**config.mk**
```make
export PLATFORM = sky130hd
export DESIGN_NAME = norm_seq_ctrl_flat
export DESIGN_NICKNAME = d
export VERILOG_FILES = /design/src/rtl/norm_seq_ctrl_if.sv /design/src/rtl/norm_seq_ctrl.sv /design/src/flat_wrapper.sv
export SDC_FILE = /design/constraint.sdc
export NUM_CORES = 1
export LEC_CHECK = 0
export CAP_MARGIN = 20
export CORE_MARGIN = 2
export CORE_UTILIZATION = 46
export CTS_CLUSTER_SIZE = 28
export DETAILED_ROUTE_END_ITERATION = 6
export PLACE_DENSITY = 0.78
export REMOVE_ABC_BUFFERS = 1
export SLEW_MARGIN = 20
export SYNTH_ARGS = -nofsm -noshare
export SYNTH_HDL_FRONTEND = slang
export SYNTH_SLANG_ARGS = --single-unit
```
**constraint.sdc**
```tcl
create_clock -name clk -period 2 [get_ports clk]
set_input_delay 0.3 -clock clk [delete_from_list [all_inputs] [get_ports clk]]
set_output_delay 0.3 -clock clk [all_outputs]
set_load 0.01 [all_outputs]
```
**src/rtl/norm_seq_ctrl_if.sv**
```systemverilog
// Bus between norm_seq_ctrl (master) and the normalisation unit (slave):
// write/divide/clear strobes out, full/ready/quotient back.
interface norm_seq_ctrl_if #(
  parameter int bw = 4
);
  logic [bw-1:0]   norm_in;
  logic            norm_wr;
  logic            norm_div;
  logic            norm_reset;
  logic            norm_o_full;
  logic            norm_o_ready;
  logic [2*bw-1:0] norm_out;

  modport master (
    output norm_in, norm_wr, norm_div, norm_reset,
    input  norm_o_full, norm_o_ready, norm_out
  );

  modport slave (
    input  norm_in, norm_wr, norm_div, norm_reset,
    output norm_o_full, norm_o_ready, norm_out
  );
endinterface

```
**src/rtl/norm_seq_ctrl.sv**
```systemverilog
// Sequencer for the normalisation unit: clear, stream a vector in, then one divide per element.
// Optional watchdog abort is built when NORM_SEQ_CTRL_WATCHDOG_EN is defined.
module norm_seq_ctrl #(
  parameter int bw     = 4,
  parameter int cnt_w  = 4,
  parameter int TO_CYC = 16
) (
  input  logic             clk,
  input  logic             reset,
  input  logic             start,
  input  logic [cnt_w-1:0] len,
  input  logic             in_valid,
  input  logic [bw-1:0]    in_data,
  output logic             in_ready,
  output logic             out_valid,
  output logic [2*bw-1:0]  out_data,
  input  logic             out_ready,
  output logic             busy,
  output logic             done,
  output logic             error,
  norm_seq_ctrl_if.master  norm
);

  typedef enum logic [2:0] {
    IDLE, CLEAR, LOAD, DIV_ISSUE, DIV_ACK, DIV_WAIT, OUT, DONE
  } state_t;

  state_t           state_reg;
  logic [cnt_w-1:0] len_reg;
  logic [cnt_w-1:0] wr_cnt_reg;
  logic [cnt_w-1:0] rd_cnt_reg;
  logic [cnt_w-1:0] wr_cnt_next;
  logic [cnt_w-1:0] rd_cnt_next;
  logic             out_valid_reg;
  logic [2*bw-1:0]  out_data_reg;
  logic             done_reg;
  logic             norm_div_reg;
  logic             norm_reset_reg;
  logic             wd_expire;

  assign wr_cnt_next = wr_cnt_reg + 1'b1;
  assign rd_cnt_next = rd_cnt_reg + 1'b1;

  // Loading is the only combinational path: the element goes straight through to the unit.
  assign in_ready      = (state_reg == LOAD) && !norm.norm_o_full;
  assign norm.norm_wr  = in_valid && in_ready;
  assign norm.norm_in  = in_data;

  assign norm.norm_div   = norm_div_reg;
  assign norm.norm_reset = norm_reset_reg;
  assign out_valid       = out_valid_reg;
  assign out_data        = out_data_reg;
  assign done            = done_reg;
  assign busy            = (state_reg != IDLE);

`ifdef NORM_SEQ_CTRL_WATCHDOG_EN
  localparam int WD_W = $clog2(TO_CYC + 1);

  logic [WD_W-1:0] wd_cnt_reg;
  logic            wd_watch;
  logic            wd_progress;
  logic            error_reg;

  // Progress is anything that moves the sequence on; it restarts the stall count.
  assign wd_watch    = state_reg inside {LOAD, DIV_ACK, DIV_WAIT};
  assign wd_progress = norm.norm_wr
                    || ((state_reg == DIV_ACK)  && !norm.norm_o_ready)
                    || ((state_reg == DIV_WAIT) &&  norm.norm_o_ready);
  assign wd_expire   = wd_watch && !wd_progress && (wd_cnt_reg == WD_W'(TO_CYC - 1));
  assign error       = error_reg;

  always_ff @(posedge clk or negedge reset) begin
    if (!reset) begin
      wd_cnt_reg <= '0;
      error_reg  <= 1'b0;
    end else begin
      if (!wd_watch || wd_progress || wd_expire)
        wd_cnt_reg <= '0;
      else
        wd_cnt_reg <= wd_cnt_reg + 1'b1;
      if (wd_expire)
        error_reg <= 1'b1;
      else if ((state_reg == IDLE) && start)
        error_reg <= 1'b0;
    end
  end
`else
  assign wd_expire = 1'b0;
  assign error     = 1'b0;
`endif

  always_ff @(posedge clk or negedge reset) begin
    if (!reset) begin
      state_reg      <= IDLE;
      len_reg        <= '0;
      wr_cnt_reg     <= '0;
      rd_cnt_reg     <= '0;
      out_valid_reg  <= 1'b0;
      out_data_reg   <= '0;
      done_reg       <= 1'b0;
      norm_div_reg   <= 1'b0;
      norm_reset_reg <= 1'b0;
    end else begin
      norm_div_reg   <= 1'b0;
      norm_reset_reg <= 1'b0;
      done_reg       <= 1'b0;
      if (wd_expire) begin
        // Abandon the vector and flush whatever the unit holds.
        state_reg      <= IDLE;
        norm_reset_reg <= 1'b1;
        out_valid_reg  <= 1'b0;
      end else begin
        case (state_reg)
          IDLE: begin
            if (start) begin
              len_reg        <= len;
              wr_cnt_reg     <= '0;
              rd_cnt_reg     <= '0;
              norm_reset_reg <= 1'b1;
              state_reg      <= CLEAR;
            end
          end
          CLEAR: begin
            if (len_reg != '0) begin
              state_reg <= LOAD;
            end else begin
              done_reg  <= 1'b1;
              state_reg <= DONE;
            end
          end
          LOAD: begin
            if (norm.norm_wr) begin
              wr_cnt_reg <= wr_cnt_next;
              if (wr_cnt_next == len_reg)
                state_reg <= DIV_ISSUE;
            end
          end
          DIV_ISSUE: begin
            if (norm.norm_o_ready) begin
              norm_div_reg <= 1'b1;
              state_reg    <= DIV_ACK;
            end
          end
          // The unit still shows the old ready while norm_div is high; wait for it to drop.
          DIV_ACK: begin
            if (!norm.norm_o_ready)
              state_reg <= DIV_WAIT;
          end
          DIV_WAIT: begin
            if (norm.norm_o_ready) begin
              out_data_reg  <= norm.norm_out;
              out_valid_reg <= 1'b1;
              state_reg     <= OUT;
            end
          end
          OUT: begin
            if (out_ready) begin
              out_valid_reg <= 1'b0;
              rd_cnt_reg    <= rd_cnt_next;
              if (rd_cnt_next == len_reg) begin
                done_reg  <= 1'b1;
                state_reg <= DONE;
              end else begin
                state_reg <= DIV_ISSUE;
              end
            end
          end
          DONE: state_reg <= IDLE;
          default: state_reg <= IDLE;
        endcase
      end
    end
  end

endmodule
```
**src/flat_wrapper.sv**
```systemverilog
// flat-port wrapper written by rule: the top's interface ports become plain ports
module norm_seq_ctrl_flat 
#(
  parameter int bw     = 4,
  parameter int cnt_w  = 4,
  parameter int TO_CYC = 16
)
  (clk, reset, start, len, in_valid, in_data, in_ready, out_valid, out_data, out_ready, busy, done, error, norm_norm_in, norm_norm_wr, norm_norm_div, norm_norm_reset, norm_norm_o_full, norm_norm_o_ready, norm_norm_out);
  norm_seq_ctrl_if #(.bw(bw)) norm_i ();
  input  logic clk;
  input  logic reset;
  input  logic start;
  input  logic [cnt_w-1:0] len;
  input  logic in_valid;
  input  logic [bw-1:0] in_data;
  output logic in_ready;
  output logic out_valid;
  output logic [2*bw-1:0] out_data;
  input  logic out_ready;
  output logic busy;
  output logic done;
  output logic error;
  output wire logic [$bits(norm_i.norm_in)-1:0] norm_norm_in;
  output wire logic [$bits(norm_i.norm_wr)-1:0] norm_norm_wr;
  output wire logic [$bits(norm_i.norm_div)-1:0] norm_norm_div;
  output wire logic [$bits(norm_i.norm_reset)-1:0] norm_norm_reset;
  input wire logic [$bits(norm_i.norm_o_full)-1:0] norm_norm_o_full;
  input wire logic [$bits(norm_i.norm_o_ready)-1:0] norm_norm_o_ready;
  input wire logic [$bits(norm_i.norm_out)-1:0] norm_norm_out;
  assign norm_norm_in = norm_i.norm_in;
  assign norm_norm_wr = norm_i.norm_wr;
  assign norm_norm_div = norm_i.norm_div;
  assign norm_norm_reset = norm_i.norm_reset;
  assign norm_i.norm_o_full = norm_norm_o_full;
  assign norm_i.norm_o_ready = norm_norm_o_ready;
  assign norm_i.norm_out = norm_norm_out;
  norm_seq_ctrl #(.bw(bw), .cnt_w(cnt_w), .TO_CYC(TO_CYC)) u_core (.clk(clk), .reset(reset), .start(start), .len(len), .in_valid(in_valid), .in_data(in_data), .in_ready(in_ready), .out_valid(out_valid), .out_data(out_data), .out_ready(out_ready), .busy(busy), .done(done), .error(error), .norm(norm_i));
endmodule
```
==> impl_metrics.csv <==
group,metric,value,unit
run_status,status,"finished clean",
logic_synthesis,synth_xor_area_frac,0.106,
logic_synthesis,synth_top_area_frac,0.471,
pwr,finalPower,0.00243,W
critical_path,cp_max_fo,10,
critical_path,cp.required,1.70,ns
finish,nets,189,
global_routing,overflow,0,
timing,rsz0062_at_grt,"false",
floorplan,dieArea,3580,um2
floorplan,die-height,59.8,um
finish,largest_register_ffs,8,
timing,slew_violations,0,
logic_synthesis,synth_compound_area_frac,0.103,
clock_tree,cts_tree,"done",
global_routing,grtUsageTotal,0.167,
timing,min_period_over_period,0.948,
timing,final.setup.worst_slack,0.103,ns
global_routing,grt_max_degree,28,
drt,route.detailed.drc,0,
finish,drive_gt1_frac,0.190,
placed_design,dp_hpwl,2.15,mm
logic_synthesis,synth_cells,126,
floorplan,die_w,59.8,um
timing,finalClockSkew,0.00329,ns
logic_synthesis,synthMuxAreaShare,0.0942,
logic_synthesis,ys_warn_count,0,
clock_tree,cts_setup_buffers,0,
logic_synthesis,ys_top_cells_by_area,"dfrtp_1 47%, mux2_2 9.4%, xnor2_1 4.3%, nor4b_4 3.3%, buf_4 3.1%",
drt,vias_per_cell,5.45,
critical_path,r2r_end,"u_core.state_reg[0]$_DFFE_PN0P_",
floorplan,coreArea,3000,um2
critical_path,cp-start-kind,"flop",
clock_tree,clkLatencyLatePin,0.32,ns
critical_path,critPathArrivalTime,1.60,ns
floorplan,rows,20,
drt,num_vias,1069,
logic_synthesis,synthSimpleGateAreaFrac,0.149,
timing,finalHoldViolCount,0,
job,maxCapViolations,0,
clock_tree,cts_buffers,3,
finish,finish.instance_area,1840,um2
logic_synthesis,ys_ff_latch,27,
finish,syn2layout_area_growth,28.4,%
global_routing,grt_pass1_vias,1036,
floorplan,start_util,0.477,
finish,layout_common_cells,"30 x clkdlybuf4s50_1, 26 x dfrtp_1, 12 x mux2_2",
critical_path,crit_type,"flop to output port",
clock_tree,clock_sinks,27,
critical_path,endpoint,"busy",
placed_design,place_area,1810,um2
logic_synthesis,synth_cell_types,37,
floorplan,boundaryPins,43,
drt,wl_per_cell,13.7,um
pwr,power_density,1320,nW/um2
clock_tree,h-tree-depth,1,
clock_tree,ctsRootBufferMaster,"clkbuf_4",
logic_synthesis,ys_seq_area_frac,0.471,
logic_synthesis,ys.flop_type,"dfrtp_1",
placed_design,finalWeightedCongestion,0.830,
critical_path,worst_setup_path_end_kind,"output port",
timing,max_freq,0.527,GHz
finish,layout_commonest_cell,"clkdlybuf4s50_1",
timing,whs,0.334,ns
drt,first_iter_violations,26,
drt,ant_nets,0,
pwr,power.leakage,0.811,nW
clock_tree,clock_path_buffers,2,
worst_hold_path,hp-class,"input pin to asynchronous set/reset pin",
global_routing,grt_pass1_wl,4.52,mm
timing,setup_viol,0,
logic_synthesis,synth_top_family_by_area,"simple AND/OR/NAND/NOR gates",
global_routing,antenna_found_initial,0,
timing,fin_crit,1.90,ns
critical_path,r2r_start,"u_core.state_reg[0]$_DFFE_PN0P_",
finish,n_antenna_cell,0,
clock_tree,clkSlewWorstSetupHoldPaths,0.14,ns
critical_path,reg2reg_depth,5,
logic_synthesis,synth_fa_ha_area_frac,0.0175,
critical_path,rrSetupSlack,0.30,ns
logic_synthesis,synth.cell_area,1430,um2
logic_synthesis,synth-async-reset-ratio,1.00,
placed_design,numPortBuffers,33,
drt,routed_wl,2.69,mm
logic_synthesis,synth_top_cell_by_area,"dfrtp_1",
critical_path,startpoint,"u_core.state_reg[2]$_DFFE_PN0P_",
logic_synthesis,synth_edf_count,0,
drt,first_pass_iters,4,
pwr,peakVddDrop,0.499,mV
placed_design,pre_cts_ws,-0.0289,ns
logic_synthesis,syn_area_per_cell,11.4,um2
kinds of logic after synthesis:
family | count (synthesis)
XOR/XNOR | 14
AO/OA/AOI/OAI | 22
multiplexers | 12
AND/OR/NAND/NOR | 33
buffers and inverters | 15
adder cells (fa/ha/maj) | 2
flip-flops | 27
other | 1
cells in the mapped netlist (3+ instances only):
library cell   n
dfrtp_1       27
mux2_2        12
nand2_1        9
o21ai_0        8
xnor2_1        7
buf_4          6
inv_1          6
nor2_1         5
xor2_1         5
o31ai_1        3
or3_1          3
layout make-up:
cell class	count	area, um2
Fill cell	247	1160
Tap cell	33	41.3
Sequential cell	27	677
Clock buffer	3	22.5
Inverter	6	22.5
Timing Repair Buffer	42	394
Clock inverter	1	7.51
Multi-Input combinational cell	84	677
repair_timing:
action | in CTS | in global routing
hold buffers | 0 | 0
resized for setup | 4 | 0
endpoints found under the setup margin | 3 | 0
metal layers:
layer	GRT usage	up-vias	wire, um	share of wire
met3	0.0238	2	120	0.045
met4	0.0571	0	30	0.011
met2	0.273	34	1330	0.49
met5	0	-	0	0
li1	-	516	-	-
met1	0.226	517	1210	0.45
critical path, stage by stage, from the launching register on:
cell and delay [ns]:
dfrtp_1 0.44, buf_4 0.19, or3_1 0.36, dlygate4sd2_1 0.29
per-stage QoR:
stage	std cells	utilization	TNS, ns
global route	196	0.613	0
global placement	192	0.604	-0.0191
floorplan	117	-	0
CTS	196	0.613	0
finish	196	0.613	0
detailed placement	192	0.604	-0.0298
power by group:
part | switching (W) | internal (W) | total [W]
combinational | 0.000533 | 0.000719 | 0.00125
sequential | 0.000185 | 0.000760 | 0.000945
clock | 0.000155 | 0.0000763 | 0.000232
total | 0.000873 | 0.00155 | 0.00243
worst min path at each step:
stage                                         from                                to  slack [ns]  cells after the start
floorplan                                    reset             u_core.done$_DFF_PN0_       0.004                      0
global placement    u_core.out_data[5]$_DFFE_PN0P_    u_core.out_data[5]$_DFFE_PN0P_        0.49                      1
detailed placement  u_core.out_data[5]$_DFFE_PN0P_    u_core.out_data[5]$_DFFE_PN0P_        0.50                      1
CTS                                          reset  u_core.rd_cnt_reg[0]$_DFFE_PN0P_        0.34                      2
global route                                 reset    u_core.out_data[1]$_DFFE_PN0P_        0.35                      2
finish                                       reset   u_core.state_reg[1]$_DFFE_PN0P_        0.33                      2
No activity file was read; power rests on OpenSTA's default activity.
